## config.mk

```make
export PLATFORM = sky130hd
export DESIGN_NAME = noc
export DESIGN_NICKNAME = d
export VERILOG_FILES = /design/src/rtl/noc_pkg.sv /design/src/rtl/noc_fifo.sv /design/src/rtl/noc.sv
export SDC_FILE = /design/constraint.sdc
export NUM_CORES = 2
export LEC_CHECK = 0
export ABC_CLOCK_PERIOD_IN_PS = 5500
export CAP_MARGIN = 40
export CORE_MARGIN = 2
export CORE_UTILIZATION = 50
export CTS_CLUSTER_SIZE = 14
export DETAILED_ROUTE_END_ITERATION = 10
export GPL_TIMING_DRIVEN = 0
export PLACE_DENSITY_LB_ADDON = 0.3
export SYNTH_ARGS = -nofsm -noshare
export SYNTH_HDL_FRONTEND = slang
export SYNTH_HIERARCHICAL = 1
export SYNTH_SLANG_ARGS = --single-unit
```

## constraint.sdc

```tcl
create_clock -name clk -period 5.5 [get_ports clk]
set_input_delay 1.1 -clock clk [delete_from_list [all_inputs] [get_ports clk]]
set_output_delay 1.1 -clock clk [all_outputs]
set_load 0.01 [all_outputs]
```

## src/rtl/noc_pkg.sv

```systemverilog
// ----------------------------------------------------------------------------
// noc_pkg
// Shared types and default sizing for the NoC crossbar.
//   data_t              : 64-bit word carried unmodified from ingress to egress
//   CPU_NB_DEFAULT      : default number of attached cpu ports (power of two, >= 2)
//   FIFO_DEPTH_DEFAULT  : default words buffered per ingress port (>= 2)
// ----------------------------------------------------------------------------
package noc_pkg;

    localparam int DATA_W             = 64;
    localparam int CPU_NB_DEFAULT     = 4;
    localparam int FIFO_DEPTH_DEFAULT = 4;

    typedef logic [DATA_W-1:0] data_t;

endpackage

```

## src/rtl/noc_fifo.sv

```systemverilog
// ----------------------------------------------------------------------------
// noc_fifo
// Per-ingress word buffer with an occupancy count of 0..DEPTH.
// Ports:
//   clk, rst_n  : clock, asynchronous active-low reset
//   push        : write push_data this cycle (ignored while full)
//   push_data   : word to buffer
//   pop         : drop the head word this cycle (ignored while empty)
//   full, empty : occupancy flags (full depends only on the stored count)
//   head        : oldest buffered word, valid when !empty
// ----------------------------------------------------------------------------
module noc_fifo
    import noc_pkg::*;
#(
    parameter int DEPTH = FIFO_DEPTH_DEFAULT
) (
    input  logic  clk,
    input  logic  rst_n,
    input  logic  push,
    input  data_t push_data,
    input  logic  pop,
    output logic  full,
    output logic  empty,
    output data_t head
);

    localparam int PTR_W = (DEPTH > 1) ? $clog2(DEPTH) : 1;
    localparam int CNT_W = $clog2(DEPTH + 1);
    localparam logic [PTR_W-1:0] LAST_PTR = PTR_W'(DEPTH - 1);
    localparam logic [CNT_W-1:0] FULL_CNT = CNT_W'(DEPTH);

    data_t            mem [DEPTH];
    logic [PTR_W-1:0] wr_ptr;
    logic [PTR_W-1:0] rd_ptr;
    logic [CNT_W-1:0] count;
    logic             do_push;
    logic             do_pop;

    assign full    = (count == FULL_CNT);
    assign empty   = (count == '0);
    assign head    = mem[rd_ptr];
    assign do_push = push & ~full;
    assign do_pop  = pop & ~empty;

    // NOTE: sequential state uses non-blocking assignments so every flop
    // samples the pre-edge values of its neighbours.
    always_ff @(posedge clk or negedge rst_n) begin
        if (!rst_n) begin
            wr_ptr <= '0;
            rd_ptr <= '0;
            count  <= '0;
        end else begin
            if (do_push) wr_ptr <= (wr_ptr == LAST_PTR) ? '0 : wr_ptr + 1'b1;
            if (do_pop)  rd_ptr <= (rd_ptr == LAST_PTR) ? '0 : rd_ptr + 1'b1;
            case ({do_push, do_pop})
                2'b10:   count <= count + 1'b1;
                2'b01:   count <= count - 1'b1;
                default: count <= count;
            endcase
        end
    end

    // NOTE: storage is deliberately not reset; clearing the pointers and
    // count is enough to discard its contents.
    always_ff @(posedge clk) begin
        if (do_push) mem[wr_ptr] <= push_data;
    end

endmodule

```

## src/rtl/noc.sv

```systemverilog
// ----------------------------------------------------------------------------
// noc
// CPU_NB x CPU_NB crossbar. Each ingress buffers words in a noc_fifo; the
// low log2(CPU_NB) bits of a head word select its egress port. Each egress
// has one registered output slot and a round-robin pointer that picks among
// the FIFO heads targeting it. Head-of-line blocking is intentional.
// Ports:
//   clk, rst_n              : clock, asynchronous active-low reset
//   data_cpu_to_noc_vld/rdy : per-cpu ingress handshake (rdy forced 0 in reset)
//   data_cpu_to_noc         : per-cpu ingress words
//   data_noc_to_cpu_vld/rdy : per-cpu egress handshake (vld from flops)
//   data_noc_to_cpu         : per-cpu egress words (from flops)
// ----------------------------------------------------------------------------
module noc
    import noc_pkg::*;
#(
    parameter int CPU_NB     = CPU_NB_DEFAULT,
    parameter int FIFO_DEPTH = FIFO_DEPTH_DEFAULT
) (
    input  logic                clk,
    input  logic                rst_n,
    input  logic [CPU_NB-1:0]   data_cpu_to_noc_vld,
    output logic [CPU_NB-1:0]   data_cpu_to_noc_rdy,
    input  data_t [CPU_NB-1:0]  data_cpu_to_noc,
    output logic [CPU_NB-1:0]   data_noc_to_cpu_vld,
    input  logic [CPU_NB-1:0]   data_noc_to_cpu_rdy,
    output data_t [CPU_NB-1:0]  data_noc_to_cpu
);

    localparam int IDX_W = $clog2(CPU_NB);
    typedef logic [IDX_W-1:0] idx_t;

    logic  [CPU_NB-1:0] full;
    logic  [CPU_NB-1:0] empty;
    logic  [CPU_NB-1:0] push;
    logic  [CPU_NB-1:0] pop;
    logic  [CPU_NB-1:0] free;
    logic  [CPU_NB-1:0] found;
    data_t [CPU_NB-1:0] head;
    idx_t  [CPU_NB-1:0] grant_idx;
    idx_t  [CPU_NB-1:0] rr_ptr;
    logic  [CPU_NB-1:0] egress_vld;
    data_t [CPU_NB-1:0] egress_data;

    for (genvar i = 0; i < CPU_NB; i++) begin : g_ingress
        // Gating with rst_n keeps rdy low while reset is held.
        assign data_cpu_to_noc_rdy[i] = rst_n & ~full[i];
        assign push[i] = data_cpu_to_noc_vld[i] & data_cpu_to_noc_rdy[i];

        noc_fifo #(.DEPTH(FIFO_DEPTH)) u_fifo (
            .clk       (clk),
            .rst_n     (rst_n),
            .push      (push[i]),
            .push_data (data_cpu_to_noc[i]),
            .pop       (pop[i]),
            .full      (full[i]),
            .empty     (empty[i]),
            .head      (head[i])
        );
    end

    assign free = ~egress_vld | data_noc_to_cpu_rdy;

    // Each head has a single destination, so at most one egress can grant a
    // given FIFO and the pops never collide.
    // NOTE: every combinational output gets a default before the loops, so
    // no path leaves a signal unassigned and no latch is inferred.
    always_comb begin
        idx_t idx;
        found     = '0;
        grant_idx = '0;
        pop       = '0;
        idx       = '0;
        for (int j = 0; j < CPU_NB; j++) begin
            for (int k = 0; k < CPU_NB; k++) begin
                // Power-of-two CPU_NB makes the truncating add a modulo wrap.
                idx = rr_ptr[j] + idx_t'(k);
                if (free[j] && !found[j] && !empty[idx] &&
                    head[idx][IDX_W-1:0] == idx_t'(j)) begin
                    found[j]     = 1'b1;
                    grant_idx[j] = idx;
                end
            end
        end
        for (int j = 0; j < CPU_NB; j++) begin
            if (found[j]) pop[grant_idx[j]] = 1'b1;
        end
    end

    always_ff @(posedge clk or negedge rst_n) begin
        if (!rst_n) begin
            egress_vld  <= '0;
            egress_data <= '0;
            rr_ptr      <= '0;
        end else begin
            for (int j = 0; j < CPU_NB; j++) begin
                if (free[j]) begin
                    egress_vld[j] <= found[j];
                    if (found[j]) begin
                        egress_data[j] <= head[grant_idx[j]];
                        rr_ptr[j]      <= grant_idx[j] + 1'b1;
                    end
                end
            end
        end
    end

    assign data_noc_to_cpu_vld = egress_vld;
    assign data_noc_to_cpu     = egress_data;

endmodule

```

==> metrics.txt <==
Worst setup EP type flip-flop; area share of fa/ha/maj cells after synthesis 0.845%; mux contribution to synthesized area 15.0%; DRT iter0 DRCs 5396; largest net degree at the start of global routing 87; Yosys reg bits 1320; R2R Path End g_ingress[2].u_fifo/count[2]$_DFFE_PN0P_; Worst Reg-to-Reg Cells 20; status finished, final reports clean; post-synthesis cell count 3484; Async SR Flop Fraction 22.4%; syn_nets 3786; Detailed Place HPWL 140000 um; H-tree levels 4; Util after Layout 62.0%; # IOs 530; IO Port Bufs 529; FF-to-FF setup slack 0.09 ns; Worst IR Drop VDD 0.000402 V; CTS Buf Count 143; clk slew on worst S/H paths 0.06 ns; Routed WL per cell 33.4 um; share of cells above drive strength 1 17.6%; vias in the first global route 37770; total die area 116000 um2; clk_lat worst skew 0.78 ns; pwr dens 701 nW/um2; Tmin final 5.41 ns; post-synthesis cell area 56900 um2; worst r2r src g_ingress[0].u_fifo/rd_ptr[1]$_DFFE_PN0P_; Nets 4504; Slew HR 39.1%; Total Wirelength 195000 um; Chip Height 341 um; Critical Path Source Type flip-flop; sequential-to-total area share from yosys stat 67.1%; Initial Util 50.5%; Vias 38465; Post-synth EDFFs 1024; gpl congestion 0.948; leakage power 24.2 nW; antenna violations before repair 41; commonest cells after routing, fill and taps aside edfxtp_1, clkdlybuf4s50_1, dfrtp_1, mux2i_1, mux4_2; period utilization 98.3%; Worst Tran Pin Value 0.910 ns; DR pass1 iterations 6; P&R area growth vs syn 22.8%; Max Clock Freq 185 MHz; Power, Total 49.0 mW; crit path kind flip-flop to flip-flop; WP data required 6.19 ns; clock sink total 1320; Fin Setup TNS 0 ns; MaxCap Viol Count 0; GRT Util Overall 33.4%; CTS root buffer clkbuf_16; commonest non-fill, non-tap cell in the layout edfxtp_1; Cell variety after synth 73; Core Footprint 113000 um2; HP Class input port to async pin; Worst Path Arrival 6.10 ns; final worst setup slack 0.0942 ns; compound-cell area share of the yosys netlist 7.79%; Syn. warnings 6; XOR/XNOR Fraction of Synth Area 0.185%; GRT overflow 0; Syn Area/Cell 16.3 um2; first-pass GRT wire length 276000 um; Slew Viols, Final 0; Post-Synth Simple-Gate Area 6.39%; Fin Clk Skew 0.0333 ns; # DRC 0; FP Rows 123; Chip Width 341 um; Final Hold Fails 0; Main synth FF type edfxtp_1; DRT antenna net count 0; pre-CTS setup slack -1.44 ns; final setup violation count 0; CTS tree done; vias per inst 6.59; CTS Buffer Depth 3; largest family of logic cells by synthesized area multiplexers; RSZ-0062 raised after global routing no; worst-path fanout max 19
-- area by class of cell --
cell class,instances,area (um2)
Tap cell,1500,1880
Multi-Input combinational cell,1845,17300
Buffer,269,1390
Inverter,40,150
Fill cell,8317,42800
Clock buffer,183,3840
Sequential cell,1320,38200
Clock inverter,81,880
Antenna cell,17,42.5
Timing Repair Buffer,583,6190
-- worst max-delay path by stage --
stage / startpoint / slack, ns / to / cells past startpoint
floorplan: g_ingress[3].u_fifo/rd_ptr[0]$_DFFE_PN0P_ / 0.94 / g_ingress[0].u_fifo/count[1]$_DFFE_PN0P_ / 19
global placement: rst_n / -11.88 / g_ingress[2].u_fifo/mem[3][39]$_DFFE_PP_ / 5
detailed placement: g_ingress[0].u_fifo/rd_ptr[1]$_DFFE_PN0P_ / -1.44 / g_ingress[0].u_fifo/count[1]$_DFFE_PN0P_ / 21
CTS: g_ingress[0].u_fifo/rd_ptr[0]$_DFFE_PN0P_ / 0.009 / g_ingress[0].u_fifo/count[1]$_DFFE_PN0P_ / 19
global route: g_ingress[2].u_fifo/rd_ptr[0]$_DFFE_PN0P_ / 0.004 / g_ingress[1].u_fifo/count[2]$_DFFE_PN0P_ / 20
finish: g_ingress[0].u_fifo/rd_ptr[1]$_DFFE_PN0P_ / 0.09 / g_ingress[2].u_fifo/count[2]$_DFFE_PN0P_ / 20
-- critical path, cell delays in order (launching register included) --
cell and delay (ns):
dfrtp_1 0.37, buf_4 0.48, mux4_2 0.43, clkbuf_1 0.23
nor4b_1 0.19, o21ai_0 0.18, nand2b_1 0.36, buf_8 0.30
nor2_2 0.47, buf_8 0.24, buf_2 0.39, nand2_1 0.16
nand3_1 0.16, nand2b_1 0.14, inv_1 0.09, ha_1 0.18
inv_1 0.07, fa_1 0.37, xor2_1 0.15, nor2_1 0.14
xor2_1 0.15
-- report_power, final --
| group | switching, mW | leakage [nW] | internal, mW |
|---|---|---|---|
| registers | 1.60 | 12.7 | 13.0 |
| clock network | 4.09 | 2.29 | 5.65 |
| logic | 15.1 | 9.17 | 9.53 |
-- metrics by stage --
step	hold WS [ns]	area, um2	cells
5_1_grt	0.350	69800	5832
2_1_floorplan	0.455	56900	3484
6_report	0.301	69800	5838
3_3_place_gp	0.456	64100	5513
4_1_cts	0.316	69800	5823
3_5_place_dp	0.456	65000	5564
-- cell usage after synthesis (8+ instances only) --
cell | number | area share [%]
edfxtp_1 | 1024 | 54
dfrtp_1 | 296 | 13
mux2i_1 | 258 | 4.5
mux4_2 | 256 | 10
nor2_1 | 206 | 1.4
nand3_1 | 192 | 1.7
clkbuf_1 | 159 | 1.0
nand2_1 | 141 | 0.93
buf_2 | 79 | 0.69
o21ai_0 | 77 | 0.68
a31oi_1 | 66 | 0.73
nor4b_1 | 66 | 1.0
a221oi_1 | 65 | 1.0
o211ai_1 | 65 | 0.86
a21oi_1 | 63 | 0.55
a211o_1 | 62 | 0.95
a32oi_1 | 62 | 0.95
a221oi_2 | 60 | 1.6
inv_1 | 40 | 0.26
ha_1 | 32 | 0.70
buf_4 | 18 | 0.24
and2_1 | 12 | 0.13
and3_2 | 12 | 0.16
nand2b_1 | 12 | 0.13
nor3_1 | 12 | 0.11
nor2b_1 | 10 | 0.11
buf_1 | 9 | 0.059
mux2_2 | 8 | 0.16
xor2_1 | 8 | 0.12
-- kinds of logic after synthesis --
logic type / count (synthesis)
AO/OA/AOI/OAI: 550
XOR/XNOR: 12
adder cells (fa/ha/maj): 36
buffers and inverters: 319
flip-flops: 1320
multiplexers: 530
AND/OR/NAND/NOR: 717
-- repair_timing --
item / in CTS / in global routing
endpoints found under the setup margin: 16 / 7
resized for setup: 21 / 13
pin swaps: 2 / 2
setup buffers: 1 / 2
hold buffers: 0 / 0
-- state kept, by name, summed over array words and instances (netlist names) --
name	count
g_ingress.u_fifo/rd_ptr	8
rr_ptr	8
data_noc_to_cpu_vld	4
g_ingress.u_fifo/count	12
g_ingress.u_fifo/mem	1024
g_ingress.u_fifo/wr_ptr	8
data_noc_to_cpu	256
-- layer usage --
metal	part of all wire (%)	routed length (um)	global-route usage (%)
met5	0.11	207	0
met4	5.3	10300	16.2
met3	12	22700	9.01
met2	47	90800	51.8
met1	36	70900	43.9
No activity file was read; power rests on OpenSTA's default activity.
